$ cat src/rtl/l2_flush_seq_pkg.sv
// l2_flush_seq_pkg
//   Shared constants and types for the L2 flush sequencer:
//   - L2 line-state encodings (I/V/O/S) as returned by the tag/state SRAM.
//   - Flush FSM state enumeration.
//   - Width helpers used to derive SET_BITS, WAY_BITS and CNT_BITS from the
//     geometry parameters.
package l2_flush_seq_pkg;

   typedef enum logic [1:0] {
      LS_I = 2'd0,
      LS_V = 2'd1,
      LS_O = 2'd2,
      LS_S = 2'd3
   } line_state_e;

   typedef enum logic [2:0] {
      FS_IDLE  = 3'd0,
      FS_RD    = 3'd1,
      FS_CHK   = 3'd2,
      FS_ACT   = 3'd3,
      FS_DRAIN = 3'd4,
      FS_DONE  = 3'd5
   } flush_state_e;

   localparam int unsigned L2_SETS_DEF  = 256;
   localparam int unsigned L2_WAYS_DEF  = 8;
   localparam int unsigned TAG_BITS_DEF = 20;
   localparam int unsigned N_WB_DEF     = 4;

   // Index width for a power-of-two count (sets or ways).
   function automatic int unsigned log2_f(input int unsigned n);
      return $clog2(n);
   endfunction

   // Counter width able to hold 0..n_wb inclusive.
   function automatic int unsigned cnt_bits_f(input int unsigned n_wb);
      return $clog2(n_wb) + 1;
   endfunction

endpackage

$ cat src/rtl/l2_flush_seq_if.sv
// l2_flush_seq_if
//   Bundle of every non-clock/reset signal of the flush sequencer.
//   master : sequencer side (drives control, tag-array read, invalidate,
//            writeback request and status).
//   slave  : environment side (arbiter flush_start, tag/state SRAM read
//            data, LLC writeback ready/ack).
//   Signals: flush_start, flush_busy, flush_done, cur_set, cur_way,
//            tag_rd_en, tag_rd_state, tag_rd_tag, inv_en, wb_valid,
//            wb_ready, wb_addr, wb_ack, wb_outstanding, ack_underflow.
interface l2_flush_seq_if
   import l2_flush_seq_pkg::*;
#(
   parameter int unsigned L2_SETS  = L2_SETS_DEF,
   parameter int unsigned L2_WAYS  = L2_WAYS_DEF,
   parameter int unsigned TAG_BITS = TAG_BITS_DEF,
   parameter int unsigned N_WB     = N_WB_DEF
) ();

   localparam int unsigned SET_BITS = log2_f(L2_SETS);
   localparam int unsigned WAY_BITS = log2_f(L2_WAYS);
   localparam int unsigned CNT_BITS = cnt_bits_f(N_WB);

   logic                         flush_start;
   logic                         flush_busy;
   logic                         flush_done;
   logic [SET_BITS-1:0]          cur_set;
   logic [WAY_BITS-1:0]          cur_way;
   logic                         tag_rd_en;
   logic [1:0]                   tag_rd_state;
   logic [TAG_BITS-1:0]          tag_rd_tag;
   logic                         inv_en;
   logic                         wb_valid;
   logic                         wb_ready;
   logic [TAG_BITS+SET_BITS-1:0] wb_addr;
   logic                         wb_ack;
   logic [CNT_BITS-1:0]          wb_outstanding;
   logic                         ack_underflow;

   modport master (
      input  flush_start, tag_rd_state, tag_rd_tag, wb_ready, wb_ack,
      output flush_busy, flush_done, cur_set, cur_way, tag_rd_en, inv_en,
             wb_valid, wb_addr, wb_outstanding, ack_underflow
   );

   modport slave (
      output flush_start, tag_rd_state, tag_rd_tag, wb_ready, wb_ack,
      input  flush_busy, flush_done, cur_set, cur_way, tag_rd_en, inv_en,
             wb_valid, wb_addr, wb_outstanding, ack_underflow
   );

endinterface

$ cat src/rtl/l2_flush_wb_cnt.sv
// l2_flush_wb_cnt
//   Outstanding-writeback up/down counter.
//   Ports:
//     clk, rst     : clock, asynchronous active-low reset
//     inc_i        : writeback handshake this cycle
//     dec_i        : writeback ack from LLC this cycle
//     cnt_o        : writebacks in flight (0..N_WB)
//     underflow_o  : sticky flag, set by an ack arriving with nothing in
//                    flight; cleared only by reset
module l2_flush_wb_cnt
   import l2_flush_seq_pkg::*;
#(
   parameter int unsigned N_WB     = N_WB_DEF,
   parameter int unsigned CNT_BITS = cnt_bits_f(N_WB)
) (
   input  logic                clk,
   input  logic                rst,
   input  logic                inc_i,
   input  logic                dec_i,
   output logic [CNT_BITS-1:0] cnt_o,
   output logic                underflow_o
);

   localparam logic [CNT_BITS-1:0] CNT_MAX = CNT_BITS'(N_WB);

   logic [CNT_BITS-1:0] cnt_q, cnt_d;
   logic                uf_q, uf_d;

   always_comb begin
      cnt_d = cnt_q;
      uf_d  = uf_q;
      case ({inc_i, dec_i})
         2'b10: begin
            // Guard only; the request side is already gated at CNT_MAX.
            if (cnt_q != CNT_MAX) cnt_d = cnt_q + CNT_BITS'(1);
         end
         2'b01: begin
            if (cnt_q == '0) uf_d = 1'b1;
            else             cnt_d = cnt_q - CNT_BITS'(1);
         end
         default: ;  // idle, or inc and dec cancel
      endcase
   end

   always_ff @(posedge clk or negedge rst) begin
      if (!rst) begin
         cnt_q <= '0;
         uf_q  <= 1'b0;
      end else begin
         cnt_q <= cnt_d;
         uf_q  <= uf_d;
      end
   end

   assign cnt_o       = cnt_q;
   assign underflow_o = uf_q;

endmodule

$ cat src/rtl/l2_flush_seq.sv
// l2_flush_seq
//   Full-L2 flush sequencer. Walks every (set, way) in order; for each
//   line reads tag/state (RD), captures the read data (CHK), then acts
//   (ACT): Owned lines are written back to the LLC and invalidated, V/S
//   lines are invalidated, I lines are skipped. After the last line it
//   waits for all writebacks to be acknowledged (DRAIN) and pulses
//   flush_done (DONE).
//   Ports:
//     clk  : clock
//     rst  : asynchronous active-low reset
//     bus  : l2_flush_seq_if.master (flush control, tag read, invalidate,
//            writeback request/ack and status signals)
module l2_flush_seq
   import l2_flush_seq_pkg::*;
#(
   parameter int unsigned L2_SETS  = L2_SETS_DEF,
   parameter int unsigned L2_WAYS  = L2_WAYS_DEF,
   parameter int unsigned TAG_BITS = TAG_BITS_DEF,
   parameter int unsigned N_WB     = N_WB_DEF
) (
   input  logic           clk,
   input  logic           rst,
   l2_flush_seq_if.master bus
);

   localparam int unsigned SET_BITS = log2_f(L2_SETS);
   localparam int unsigned WAY_BITS = log2_f(L2_WAYS);
   localparam int unsigned CNT_BITS = cnt_bits_f(N_WB);

   localparam logic [SET_BITS-1:0] LAST_SET = SET_BITS'(L2_SETS - 1);
   localparam logic [WAY_BITS-1:0] LAST_WAY = WAY_BITS'(L2_WAYS - 1);
   localparam logic [CNT_BITS-1:0] CNT_MAX  = CNT_BITS'(N_WB);

   flush_state_e        state_q;
   logic [SET_BITS-1:0] set_q, set_d;
   logic [WAY_BITS-1:0] way_q, way_d;
   line_state_e         st_q;
   logic [TAG_BITS-1:0] tag_q;

   logic                wb_valid;
   logic                wb_hs;
   logic                inv_en;
   logic                act_done;
   logic                last_way;
   logic                last_set;
   logic [CNT_BITS-1:0] wb_cnt;
   logic                ack_uf;

   // Writeback request is held off while the LLC window is full. Since the
   // counter can only drop while ACT stalls, a raised wb_valid stays high
   // until accepted.
   assign wb_valid = (state_q == FS_ACT) && (st_q == LS_O) && (wb_cnt < CNT_MAX);
   assign wb_hs    = wb_valid && bus.wb_ready;

   always_comb begin
      act_done = 1'b0;
      inv_en   = 1'b0;
      if (state_q == FS_ACT) begin
         case (st_q)
            LS_I: act_done = 1'b1;
            LS_V,
            LS_S: begin
               act_done = 1'b1;
               inv_en   = 1'b1;
            end
            LS_O: begin
               // Invalidate in the same cycle the writeback is accepted.
               act_done = wb_hs;
               inv_en   = wb_hs;
            end
            default: ;
         endcase
      end
   end

   // Walker next position; unused on the final line, where the end test wins.
   assign last_way = (way_q == LAST_WAY);
   assign last_set = (set_q == LAST_SET);

   always_comb begin
      set_d = set_q;
      way_d = way_q + WAY_BITS'(1);
      if (last_way) begin
         way_d = '0;
         set_d = set_q + SET_BITS'(1);
      end
   end

   always_ff @(posedge clk or negedge rst) begin
      if (!rst) begin
         state_q <= FS_IDLE;
         set_q   <= '0;
         way_q   <= '0;
      end else begin
         case (state_q)
            FS_IDLE: begin
               if (bus.flush_start) begin
                  state_q <= FS_RD;
                  set_q   <= '0;
                  way_q   <= '0;
               end
            end
            FS_RD:  state_q <= FS_CHK;
            FS_CHK: state_q <= FS_ACT;
            FS_ACT: begin
               if (act_done) begin
                  if (last_way && last_set) begin
                     state_q <= FS_DRAIN;
                  end else begin
                     set_q   <= set_d;
                     way_q   <= way_d;
                     state_q <= FS_RD;
                  end
               end
            end
            FS_DRAIN: begin
               if (wb_cnt == '0) state_q <= FS_DONE;
            end
            FS_DONE: state_q <= FS_IDLE;
            default: state_q <= FS_IDLE;
         endcase
      end
   end

   // Tag/state read data lands the cycle after RD.
   always_ff @(posedge clk) begin
      if (state_q == FS_CHK) begin
         st_q  <= line_state_e'(bus.tag_rd_state);
         tag_q <= bus.tag_rd_tag;
      end
   end

   l2_flush_wb_cnt #(
      .N_WB     (N_WB),
      .CNT_BITS (CNT_BITS)
   ) u_wb_cnt (
      .clk         (clk),
      .rst         (rst),
      .inc_i       (wb_hs),
      .dec_i       (bus.wb_ack),
      .cnt_o       (wb_cnt),
      .underflow_o (ack_uf)
   );

   assign bus.flush_busy     = (state_q != FS_IDLE);
   assign bus.flush_done     = (state_q == FS_DONE);
   assign bus.tag_rd_en      = (state_q == FS_RD);
   assign bus.cur_set        = set_q;
   assign bus.cur_way        = way_q;
   assign bus.inv_en         = inv_en;
   assign bus.wb_valid       = wb_valid;
   // Captured tag is not reset, so the address is zeroed when idle.
   assign bus.wb_addr        = wb_valid ? {tag_q, set_q} : '0;
   assign bus.wb_outstanding = wb_cnt;
   assign bus.ack_underflow  = ack_uf;

endmodule

$ cat src/flat_wrapper.sv
// flat-port wrapper written by rule: the top's interface ports become plain ports
module l2_flush_seq_flat import l2_flush_seq_pkg::*;
#(
   parameter int unsigned L2_SETS  = L2_SETS_DEF,
   parameter int unsigned L2_WAYS  = L2_WAYS_DEF,
   parameter int unsigned TAG_BITS = TAG_BITS_DEF,
   parameter int unsigned N_WB     = N_WB_DEF
)
  (clk, rst, bus_flush_start, bus_tag_rd_state, bus_tag_rd_tag, bus_wb_ready, bus_wb_ack, bus_flush_busy, bus_flush_done, bus_cur_set, bus_cur_way, bus_tag_rd_en, bus_inv_en, bus_wb_valid, bus_wb_addr, bus_wb_outstanding, bus_ack_underflow);
  l2_flush_seq_if #(.L2_SETS(L2_SETS), .L2_WAYS(L2_WAYS), .TAG_BITS(TAG_BITS), .N_WB(N_WB)) bus_i ();
  input  logic clk;
  input  logic rst;
  input wire logic [$bits(bus_i.flush_start)-1:0] bus_flush_start;
  input wire logic [$bits(bus_i.tag_rd_state)-1:0] bus_tag_rd_state;
  input wire logic [$bits(bus_i.tag_rd_tag)-1:0] bus_tag_rd_tag;
  input wire logic [$bits(bus_i.wb_ready)-1:0] bus_wb_ready;
  input wire logic [$bits(bus_i.wb_ack)-1:0] bus_wb_ack;
  output wire logic [$bits(bus_i.flush_busy)-1:0] bus_flush_busy;
  output wire logic [$bits(bus_i.flush_done)-1:0] bus_flush_done;
  output wire logic [$bits(bus_i.cur_set)-1:0] bus_cur_set;
  output wire logic [$bits(bus_i.cur_way)-1:0] bus_cur_way;
  output wire logic [$bits(bus_i.tag_rd_en)-1:0] bus_tag_rd_en;
  output wire logic [$bits(bus_i.inv_en)-1:0] bus_inv_en;
  output wire logic [$bits(bus_i.wb_valid)-1:0] bus_wb_valid;
  output wire logic [$bits(bus_i.wb_addr)-1:0] bus_wb_addr;
  output wire logic [$bits(bus_i.wb_outstanding)-1:0] bus_wb_outstanding;
  output wire logic [$bits(bus_i.ack_underflow)-1:0] bus_ack_underflow;
  assign bus_i.flush_start = bus_flush_start;
  assign bus_i.tag_rd_state = bus_tag_rd_state;
  assign bus_i.tag_rd_tag = bus_tag_rd_tag;
  assign bus_i.wb_ready = bus_wb_ready;
  assign bus_i.wb_ack = bus_wb_ack;
  assign bus_flush_busy = bus_i.flush_busy;
  assign bus_flush_done = bus_i.flush_done;
  assign bus_cur_set = bus_i.cur_set;
  assign bus_cur_way = bus_i.cur_way;
  assign bus_tag_rd_en = bus_i.tag_rd_en;
  assign bus_inv_en = bus_i.inv_en;
  assign bus_wb_valid = bus_i.wb_valid;
  assign bus_wb_addr = bus_i.wb_addr;
  assign bus_wb_outstanding = bus_i.wb_outstanding;
  assign bus_ack_underflow = bus_i.ack_underflow;
  l2_flush_seq #(.L2_SETS(L2_SETS), .L2_WAYS(L2_WAYS), .TAG_BITS(TAG_BITS), .N_WB(N_WB)) u_core (.clk(clk), .rst(rst), .bus(bus_i));
endmodule
$ cat config.mk
export PLATFORM = sky130hd
export DESIGN_NAME = l2_flush_seq_flat
export DESIGN_NICKNAME = d
export VERILOG_FILES = /design/src/rtl/l2_flush_seq_pkg.sv /design/src/rtl/l2_flush_seq_if.sv /design/src/rtl/l2_flush_wb_cnt.sv /design/src/rtl/l2_flush_seq.sv /design/src/flat_wrapper.sv
export SDC_FILE = /design/constraint.sdc
export NUM_CORES = 1
export LEC_CHECK = 0
export ABC_AREA = 1
export CORE_UTILIZATION = 46
export CTS_BUF_LIST = sky130_fd_sc_hd__clkbuf_2 sky130_fd_sc_hd__clkbuf_4 sky130_fd_sc_hd__clkbuf_8
export DETAILED_ROUTE_END_ITERATION = 16
export GPL_ROUTABILITY_DRIVEN = 0
export PLACE_DENSITY = 0.8
export SYNTH_ARGS = -nofsm -noshare
export SYNTH_HDL_FRONTEND = slang
export SYNTH_SLANG_ARGS = --single-unit
$ cat constraint.sdc
create_clock -name clk -period 2.9 [get_ports clk]
set_input_delay 0.87 -clock clk [delete_from_list [all_inputs] [get_ports clk]]
set_output_delay 0.87 -clock clk [all_outputs]
set_load 0.01 [all_outputs]
-- Yosys cells after proc, flatten, opt, wreduce, memory -nomap -nowiden
Cells that the tools add are included.
- output and inout port bits: 48
- input port bits: 27
- memories kept: 0
- register bits after elaboration: 40
- latch bits: 0
- memory bits (read-only): 0
- bits in writable memories: 0
- word-level logic and storage cells: 72
- divide/modulo/power cells: 0
- shift-type cells: 0
- reduce and logical (&&, ||, !) cells: 17
- bitwise logic cells: 0
- multipliers: 0
- multiplexer cells: 23
- eq/ne operators: 20
- add/subtract/negate cells: 4
- magnitude comparators: 1
- operators by type and width (kind ; count):
    $mux W8 ; 4
    $mux W3 ; 10
    $mux W28 ; 1
    $pmux W8 S2 ; 1
    $pmux W3 S5 ; 1
    $pmux W3 S2 ; 2
    $eq A3 B3 Y1 const B ; 3
    $add A8 B1 Y8 const B ; 1
    $eq A8 B8 Y1 const B ; 1
    $ne A2 B2 Y1 const B ; 4
    $add A3 B1 Y3 const B ; 2
    $eq A2 B2 Y1 const B ; 3
    $eq A3 B2 Y1 const B ; 2
    $logic_not A3 Y1 ; 2
    $ne A2 B1 Y1 const B ; 3
    $reduce_and A3 Y1 ; 2
    $reduce_and A5 Y1 ; 1
    $eq A2 B1 Y1 const B ; 2
    $logic_and A1 B1 Y1 ; 4
    $pmux W1 S2 ; 2
    $reduce_and A4 Y1 ; 1
    $reduce_bool A2 Y1 ; 2
    $eq A3 B1 Y1 const B ; 1
    $lt A3 B3 Y1 const B ; 1
    8 further kinds ; 9

-- Longest topological paths before layout
Gate-level depths: netlist (run 1).
- depth in word-level cells: 8
- depth in mapped cells: 11
- mapped depth without buffers: 11

-- Modules after synthesis
Synthesis (run 1) repeated with hierarchy kept, for this count alone.
- cell total of the unflattened synthesis: 251
- area total of the unflattened synthesis: 2312.2 um2
- by module, submodules not included (module ; cells an instance ; seq. area each (um2) ; instances ; area each (um2)):
    l2_flush_seq ; 218 ; 1011.0 ; 1 ; 2059.5
    l2_flush_wb_cnt ; 33 ; 100.1 ; 1 ; 252.7

-- Worst setup path before layout (run 1)
Ideal clock, no wire load.
- path kind: register to output
- from: register u_core.state_q[0]
- to: output bus_wb_addr[10]
- path buffers: 1
- arrival time: 1361 ps
- stages on the path, launching flop included: 8
- setup slack: 669 ps
- data required time: 2030 ps
- cell sequence: dfrtp_1 > nand2_1 > nor2_4 > nand2_2 > nor2_4 > inv_2 > buf_2 > nor2_1
- longest elaborated chain between the ends: 4
- ends and longest elaborated chain (item ; line ; RTL):
    start, declared ; l2_flush_seq.sv:34 ; flush_state_e state_q;
    start signal, assigned ; l2_flush_seq.sv:91 ; state_q <= FS_IDLE;
    start signal, assigned ; l2_flush_seq.sv:98 ; state_q <= FS_RD;
    start signal, assigned ; l2_flush_seq.sv:103 ; FS_RD: state_q <= FS_CHK;
    $eq A3 B2 Y1 ; l2_flush_seq.sv:52 ; assign wb_valid = (state_q == FS_ACT) && (st_q == LS_O) && (wb_cnt < CNT_MAX);
    $logic_and A1 B1 Y1 (2 in series) ; l2_flush_seq.sv:52 ;
    via bus_wb_valid ; flat_wrapper.sv:24 ; output wire logic [$bits(bus_i.wb_valid)-1:0] bus_wb_valid;
    $mux W28 ; l2_flush_seq.sv:153 ; assign bus.wb_addr = wb_valid ? {tag_q, set_q} : '0;
    end, declared ; flat_wrapper.sv:25 ; output wire logic [$bits(bus_i.wb_addr)-1:0] bus_wb_addr;
The timed path passes the listed nets, and every way through them passes these cells.

-- Worst setup path after layout (run 1)
- from: register u_core.st_q[0]
- to: output bus_wb_addr[21]
- longest elaborated chain between the ends: 4
- ends and longest elaborated chain (item ; line ; RTL):
    start, declared ; l2_flush_seq.sv:37 ; line_state_e st_q;
    start signal, assigned ; l2_flush_seq.sv:128 ; st_q <= line_state_e'(bus.tag_rd_state);
    $eq A2 B2 Y1 ; l2_flush_seq.sv:52 ;
    $logic_and A1 B1 Y1 (2 in series) ; l2_flush_seq.sv:52 ;
    $mux W28 ; l2_flush_seq.sv:153 ;
Every way passes these cells.

==> results.yml, run 1 <==
power_and_ir_drop:
  switching_share_pct: 36.43
  power_frac_seq_pct: 40.8
  clkPwrFrac_pct: 17.4
  power_leakage_nw: 1.314
  p_sw_w: 0.0007682
  combPwrFrac_pct: 41.8
  intPower_w: 0.001341
  power_w: 0.002109
  ir_drop_mv: 0.4374
  p_per_area_nw_per_um2: 711.5
cts:
  insertion_delay_ns: 0.29
  cts_htree_levels: 2
  cts_root_buf: "clkbuf_8"
  cts_sinks: 40
  cts_buffers: 5
  cts_tree: "built"
  path_clk_slew_ns: 0.07
  ctsHoldBuffers: 0
  clock_path_buffers: 2
critical_path:
  worstSetupStartpointType: "register"
  cp_data_required_time_ns: 2.03
  slowest_delay_ns: 0.56
  critPathTopFamily: "buffers and inverters"
  crit_fanout: 28
  cp-end-kind: "primary output"
  path_cells: "nor2_2 -> nand2_2 -> nor2_4 -> inv_4 -> nor2_1 -> clkdlybuf4s50_1"
  worstSetupPathType: "reg2out"
  cp_slowest_cell: "clkdlybuf4s50_1"
  critPathBufInv: 2
  arrival_ns: 1.93
place:
  dp.cells: 363
  io_buffers: 74
  place_area_um2: 2849
  dp_hpwl_um: 3362
die:
  rows: 23
  dieArea_um2: 4628
  start_util_pct: 49.08
  core_um2: 4086
  ioPinCount: 75
  die_y_um: 68.03
  die_w_um: 68.03
route:
  avgViaCountPerCell: 4.858
  drc_errors: 0
  wl_um: 4499
  vias: 1817
  ant_nets: 0
  wl_per_cell_um: 12.03
  dr.pass1.iters: 4
  dr.first_iter.drc_count: 70
synth:
  ys_warn_count: 0
  yosys.area.top_type_share_pct: 32.94
  syn_inst: 235
  synth.cell_area_um2: 2006
  ys_ff_latch: 40
  synth.area.top_cells: "edfxtp_1, dfrtp_1, nand2_1"
  netlist-cell-type-count: 26
  ys_seq_area_share_pct: 55.40
  synthesis.nets: 266
  avgSynthCellArea_um2: 8.535
  synth.largest_area_cell: "edfxtp_1"
timing:
  whs_ns: 0.4970
  rsz0062_at_grt: "no"
  setup_tns_ns: 0
  fmax_ghz: 0.3575
  setup_viol: 0
  fin_crit_ns: 2.798
  tightest_slew_ns: 0.5605
  finClkSkew_ns: 0.004107
  max_slew_margin_pct: 62.59
  fin_crit_sh_pct: 96.47
  hold_viol: 0
  final_max_slew_viol_count: 0
global_route:
  grt_pass1_vias: 1557
  grt_start_max_net_pins: 29
  grt_use_total_pct: 20.84
  gr-total-overflow: 0
  antenna_found_initial: 0
  grt_pass1_wl_um: 6900
finish:
  fin_cells: 374
  syn_to_final_growth_pct: 47.79
  antenna_cells: 0
  fin_nets: 354
  final_area_um2: 2964
  drive_gt1_share_pct: 9.259
worst_hold_path:
  hp-class: "reg2reg"
run:
  cap_violations: 0
outcome:
  status: "finished, final reports clean"
[repair_timing]
action / 4_1_cts / 5_1_grt
resized for setup: 3 / 1
setup buffers: 0 / 3
setup endpoints to repair: 29 / 28
[sequential cells by signal, summed over array words and instances (netlist names)]
register,flops
u_core.st_q,2
u_core.u_wb_cnt.cnt_o,3
u_core.bus.cur_way,3
u_core.u_wb_cnt.underflow_o,1
u_core.bus.cur_set,8
u_core.state_q,3
u_core.tag_q,20
[area by class of cell]
type | count | area, um^2
Fill cell | 347 | 1122
Sequential cell | 40 | 1112
Timing Repair Buffer | 84 | 814.5
Multi-Input combinational cell | 146 | 711.9
Inverter | 46 | 175.2
Clock buffer | 7 | 83.83
Tap cell | 50 | 62.56
Clock inverter | 1 | 3.754
[power by group through the flow]
stage | Clock, W | Combinational [W] | Sequential (W)
finish | 0.000367 | 0.000881 | 0.000860
global route | 0.000398 | 0.000991 | 0.000873
floorplan | 0 | 0.000455 | 0.000884
CTS | 0.000369 | 0.000844 | 0.000876
detailed placement | 0 | 0.000838 | 0.000885
global placement | 0 | 0.000820 | 0.000873
[layout by cell type, fill, tap and decap left out, types with 2 or more instances in the layout]
master / n
a21oi_1: 7
buf_4: 10
clkbuf_4: 2
clkbuf_8: 5
clkdlybuf4s50_1: 73
dfrtp_1: 17
edfxtp_1: 22
ha_1: 3
inv_1: 45
nand2_1: 50
nand2_2: 2
nand3_1: 12
nand4_1: 4
nor2_1: 41
nor2_2: 3
nor2_4: 2
nor3_1: 3
o21ai_0: 8
o21ai_1: 2
[cells in the mapped netlist]
master / instances
a21boi_0: 1
a21oi_1: 7
buf_2: 3
dfrtp_1: 18
edfxtp_1: 22
fa_1: 1
ha_1: 3
inv_1: 45
inv_2: 1
nand2_1: 50
nand2_2: 2
nand3_1: 12
nand3_2: 1
nand4_1: 4
nand4_2: 1
nor2_1: 43
nor2_2: 1
nor2_4: 2
nor3_1: 3
o211ai_2: 1
o21ai_0: 8
o21ai_1: 2
o21bai_1: 1
o221ai_1: 1
or2_2: 1
xor2_1: 1
[cells by family after synthesis]
kind of cell,share of synthesized area (%)
AND/OR/NAND/NOR,25.89
buffers and inverters,9.357
flip-flops,55.40
AO/OA/AOI/OAI,6.051
adder cells (fa/ha/maj),2.870
XOR/XNOR,0.4368
[worst reg2reg max path, cell delays in order, from the launching register on]
cell,delay [ns]
dfrtp_2,0.44
nand2_1,0.12
nor2_4,0.05
buf_4,0.17
nand4_2,0.08
buf_4,0.12
nand2_1,0.08
fa_1,0.39
inv_1,0.06
nand2_1,0.05
nand2_1,0.08
nand2_1,0.05
nand2_1,0.05
nand2_1,0.05
[final timing paths]
kind | startpoint | endpoint | slack [ns] | cells past startpoint
worst max-delay path | u_core.st_q[0] | bus_wb_addr[21] | 0.10 | 6
worst min-delay path | u_core.u_wb_cnt.cnt_o[0] | u_core.u_wb_cnt.cnt_o[0] | 0.50 | 1
worst max register to register | u_core.state_q[0] | u_core.u_wb_cnt.cnt_o[2] | 1.02 | 13
worst min register to register | u_core.u_wb_cnt.cnt_o[0] | u_core.u_wb_cnt.cnt_o[0] | 0.50 | 1
max in group asynchronous | rst | u_core.state_q[0] | 1.78 | 2
min in group asynchronous | rst | u_core.u_wb_cnt.underflow_o | 0.90 | 2
[stage by stage]
step | setup slack, ns | utilization [%]
6_report | 0.1024 | 72.54
5_1_grt | 0.001889 | 72.54
4_1_cts | 0.04597 | 71.92
3_5_place_dp | -0.1570 | 69.72
3_3_place_gp | -0.1198 | 69.72
2_1_floorplan | 0.6692 | -
[layer usage]
metal | share of wire [%] | GRT usage [%] | wire length, um
met5 | 0 | 0 | 0
met4 | 1.6 | 7.813 | 72
met3 | 7.7 | 7.000 | 345
met2 | 49 | 35.29 | 2221
met1 | 41 | 24.30 | 1859
No activity file was read; power rests on OpenSTA's default activity.
==> run 2, diff against run 1 <==
--- a/config.mk
+++ b/config.mk
@@ -6,11 +6,11 @@
 export NUM_CORES = 1
 export LEC_CHECK = 0
 export ABC_AREA = 1
-export CORE_UTILIZATION = 46
-export CTS_BUF_LIST = sky130_fd_sc_hd__clkbuf_2 sky130_fd_sc_hd__clkbuf_4 sky130_fd_sc_hd__clkbuf_8
+export CORE_UTILIZATION = 44
 export DETAILED_ROUTE_END_ITERATION = 16
 export GPL_ROUTABILITY_DRIVEN = 0
-export PLACE_DENSITY = 0.8
+export GPL_TIMING_DRIVEN = 0
+export PLACE_DENSITY = 0.77
 export SYNTH_ARGS = -nofsm -noshare
 export SYNTH_HDL_FRONTEND = slang
 export SYNTH_SLANG_ARGS = --single-unit
==> run 2 against run 1 <==
  * Sequential share of layout area up 0.43 points
  * Clock-buffer cell count unchanged
  * Combinational power about the same
  * Utilization down 5.2 points
  * Sequential power about the same
  * Wire length down 0.53%
  * Setup slack better by 0.033 ns
  * Die area up 4.4%
  * Clock skew up 0.0049 ns
  * Cell count down 0.53%
  * Via count down 3.2%
  * Critical endpoint is now bus_wb_addr[27]
  * Largest power group unchanged
==> results.yml, run 2 (synthesis results as in run 1) <==
outcome:
  status: "finished, final reports clean"
global_route:
  grt_pass1_wl_um: 7500
  antenna_found_initial: 0
  gr-total-overflow: 0
  grt_use_total_pct: 19.87
  grt_start_max_net_pins: 21
  grt_pass1_vias: 1598
timing:
  setup_viol: 0
  fin_crit_sh_pct: 95.33
  max_slew_margin_pct: 42.62
  fmax_ghz: 0.3617
  rsz0062_at_grt: "no"
  tightest_slew_ns: 0.8580
  fin_crit_ns: 2.765
  finClkSkew_ns: 0.009000
  final_max_slew_viol_count: 0
  whs_ns: 0.4792
  hold_viol: 0
critical_path:
  critPathBufInv: 3
  cp_slowest_cell: "clkdlybuf4s50_1"
  path_cells: "buf_2 -> nor2_4 -> nand2_2 -> nor2_4 -> inv_4 -> nor2_1 -> clkdlybuf4s50_1"
  rr_worst_depth: 7
  r2r-start: "u_core.state_q[1]"
  critPathTopFamily: "buffers and inverters"
  slowest_delay_ns: 0.55
  worstSetupStartpointType: "register"
  r2r-end: "u_core.bus.cur_set[2]"
  cp_data_required_time_ns: 2.03
  cp-end-kind: "primary output"
  crit_fanout: 19
  worstSetupPathType: "reg2out"
  crit_top_cell: "nor2_4"
  arrival_ns: 1.89
  reg2reg_setup_slack_ns: 1.00
cts:
  ctsHoldBuffers: 0
  clock_path_buffers: 2
  cts_htree_levels: 2
  cts_root_buf: "clkbuf_8"
  cts_tree: "built"
  insertion_delay_ns: 0.29
  cts_buffers: 5
  cts_sinks: 40
  path_clk_slew_ns: 0.07
place:
  dp_hpwl_um: 3278
  dp.cells: 362
  io_buffers: 74
  place_area_um2: 2829
finish:
  final_area_um2: 2930
  fillers: 372
  final_cell_mix: "clkdlybuf4s50_1, nand2_1, inv_1"
  syn_to_final_growth_pct: 46.10
  drive_gt1_share_pct: 8.438
  fin_nets: 350
  utilization_pct: 67.30
  fin_cells: 372
  final_common_cell: "clkdlybuf4s50_1"
  antenna_cells: 0
  top_register: "u_core.tag_q"
  largest_reg_flops: 20
die:
  dieArea_um2: 4832
  die_w_um: 69.52
  core_um2: 4354
  ioPinCount: 75
  start_util_pct: 46.06
  rows: 24
  die_y_um: 69.52
route:
  vias: 1758
  dr.first_iter.drc_count: 80
  ant_nets: 0
  wl_per_cell_um: 12.03
  avgViaCountPerCell: 4.726
  drc_errors: 0
  wl_um: 4475
  dr.pass1.iters: 4
power_and_ir_drop:
  p_per_area_nw_per_um2: 713.5
  power_w: 0.002091
  power_leakage_nw: 1.412
  ir_drop_mv: 0.6417
worst_hold_path:
  hold_end: "u_core.u_wb_cnt.underflow_o"
  hp-class: "reg2reg"
  holdPathStages: 1
  worstHoldStart: "u_core.u_wb_cnt.underflow_o"
run:
  cap_violations: 0
-- run 2: per-layer routing --
layer  track usage [%]  vias to the layer above  part of all wire, %
met2             33.44                       48                   50
met1             25.70                      801                   45
met3             2.762                        8                  3.4
li1                  -                      901                    -
met4             8.390                        0                  1.9
met5                 0                        -                    0
-- run 2: power by group --
part | internal (W) | switching, W
registers | 0.000770 | 0.0000866
clock network | 0.000169 | 0.000185
logic | 0.000371 | 0.000509
-- run 2: worst reg2reg max path, cell delays in order, from the launching register on --
cell	delay, ns
dfrtp_1	0.39
buf_4	0.16
nor2_1	0.24
nand2_1	0.12
o21ai_1	0.23
nand4_1	0.41
nand2_1	0.18
nand2_1	0.07
-- run 2: what timing repair did --
action | 4_1_cts | 5_1_grt
gates cloned | 0 | 0
buffers inserted | 3 | 0
gates resized for setup | 20 | 7
pin swaps | 1 | 0
endpoints found under the hold margin | 0 | 0
setup endpoints to repair | 29 | 16
-- run 2: metrics by stage --
step / setup TNS [ns] / setup slack, ns
floorplan: 0 / 0.6692
global placement: -0.2760 / -0.2760
detailed placement: -0.3009 / -0.2950
CTS: 0 / 0.002148
global route: 0 / 0.002678
finish: 0 / 0.1354
-- run 2: how the worst max path moves through the flow --
stage | from | end | slack, ns | cells after the start
final | u_core.state_q[2] | bus_wb_addr[27] | 0.14 | 7
after global routing | u_core.state_q[2] | bus_wb_addr[4] | 0.003 | 7
after CTS | bus_wb_ready | bus_inv_en | 0.002 | 4
after detailed placement | bus_wb_ready | bus_inv_en | -0.30 | 4
after global placement | bus_wb_ready | bus_inv_en | -0.28 | 4
after floorplan | u_core.state_q[0] | bus_wb_addr[10] | 0.67 | 7
-- run 2: cell type report --
cell class | count | area [um^2] | share of cell area, %
sequential | 40 | 1112 | 37.96
multi-input combinational | 146 | 720.7 | 24.59
buffer | 2 | 12.51 | 0.4270
clock buffer | 7 | 76.32 | 2.605
clock inverter | 1 | 5.005 | 0.1708
tap | 52 | 65.06 | 2.220
inverter | 46 | 175.2 | 5.978
timing repair buffer | 78 | 763.2 | 26.05
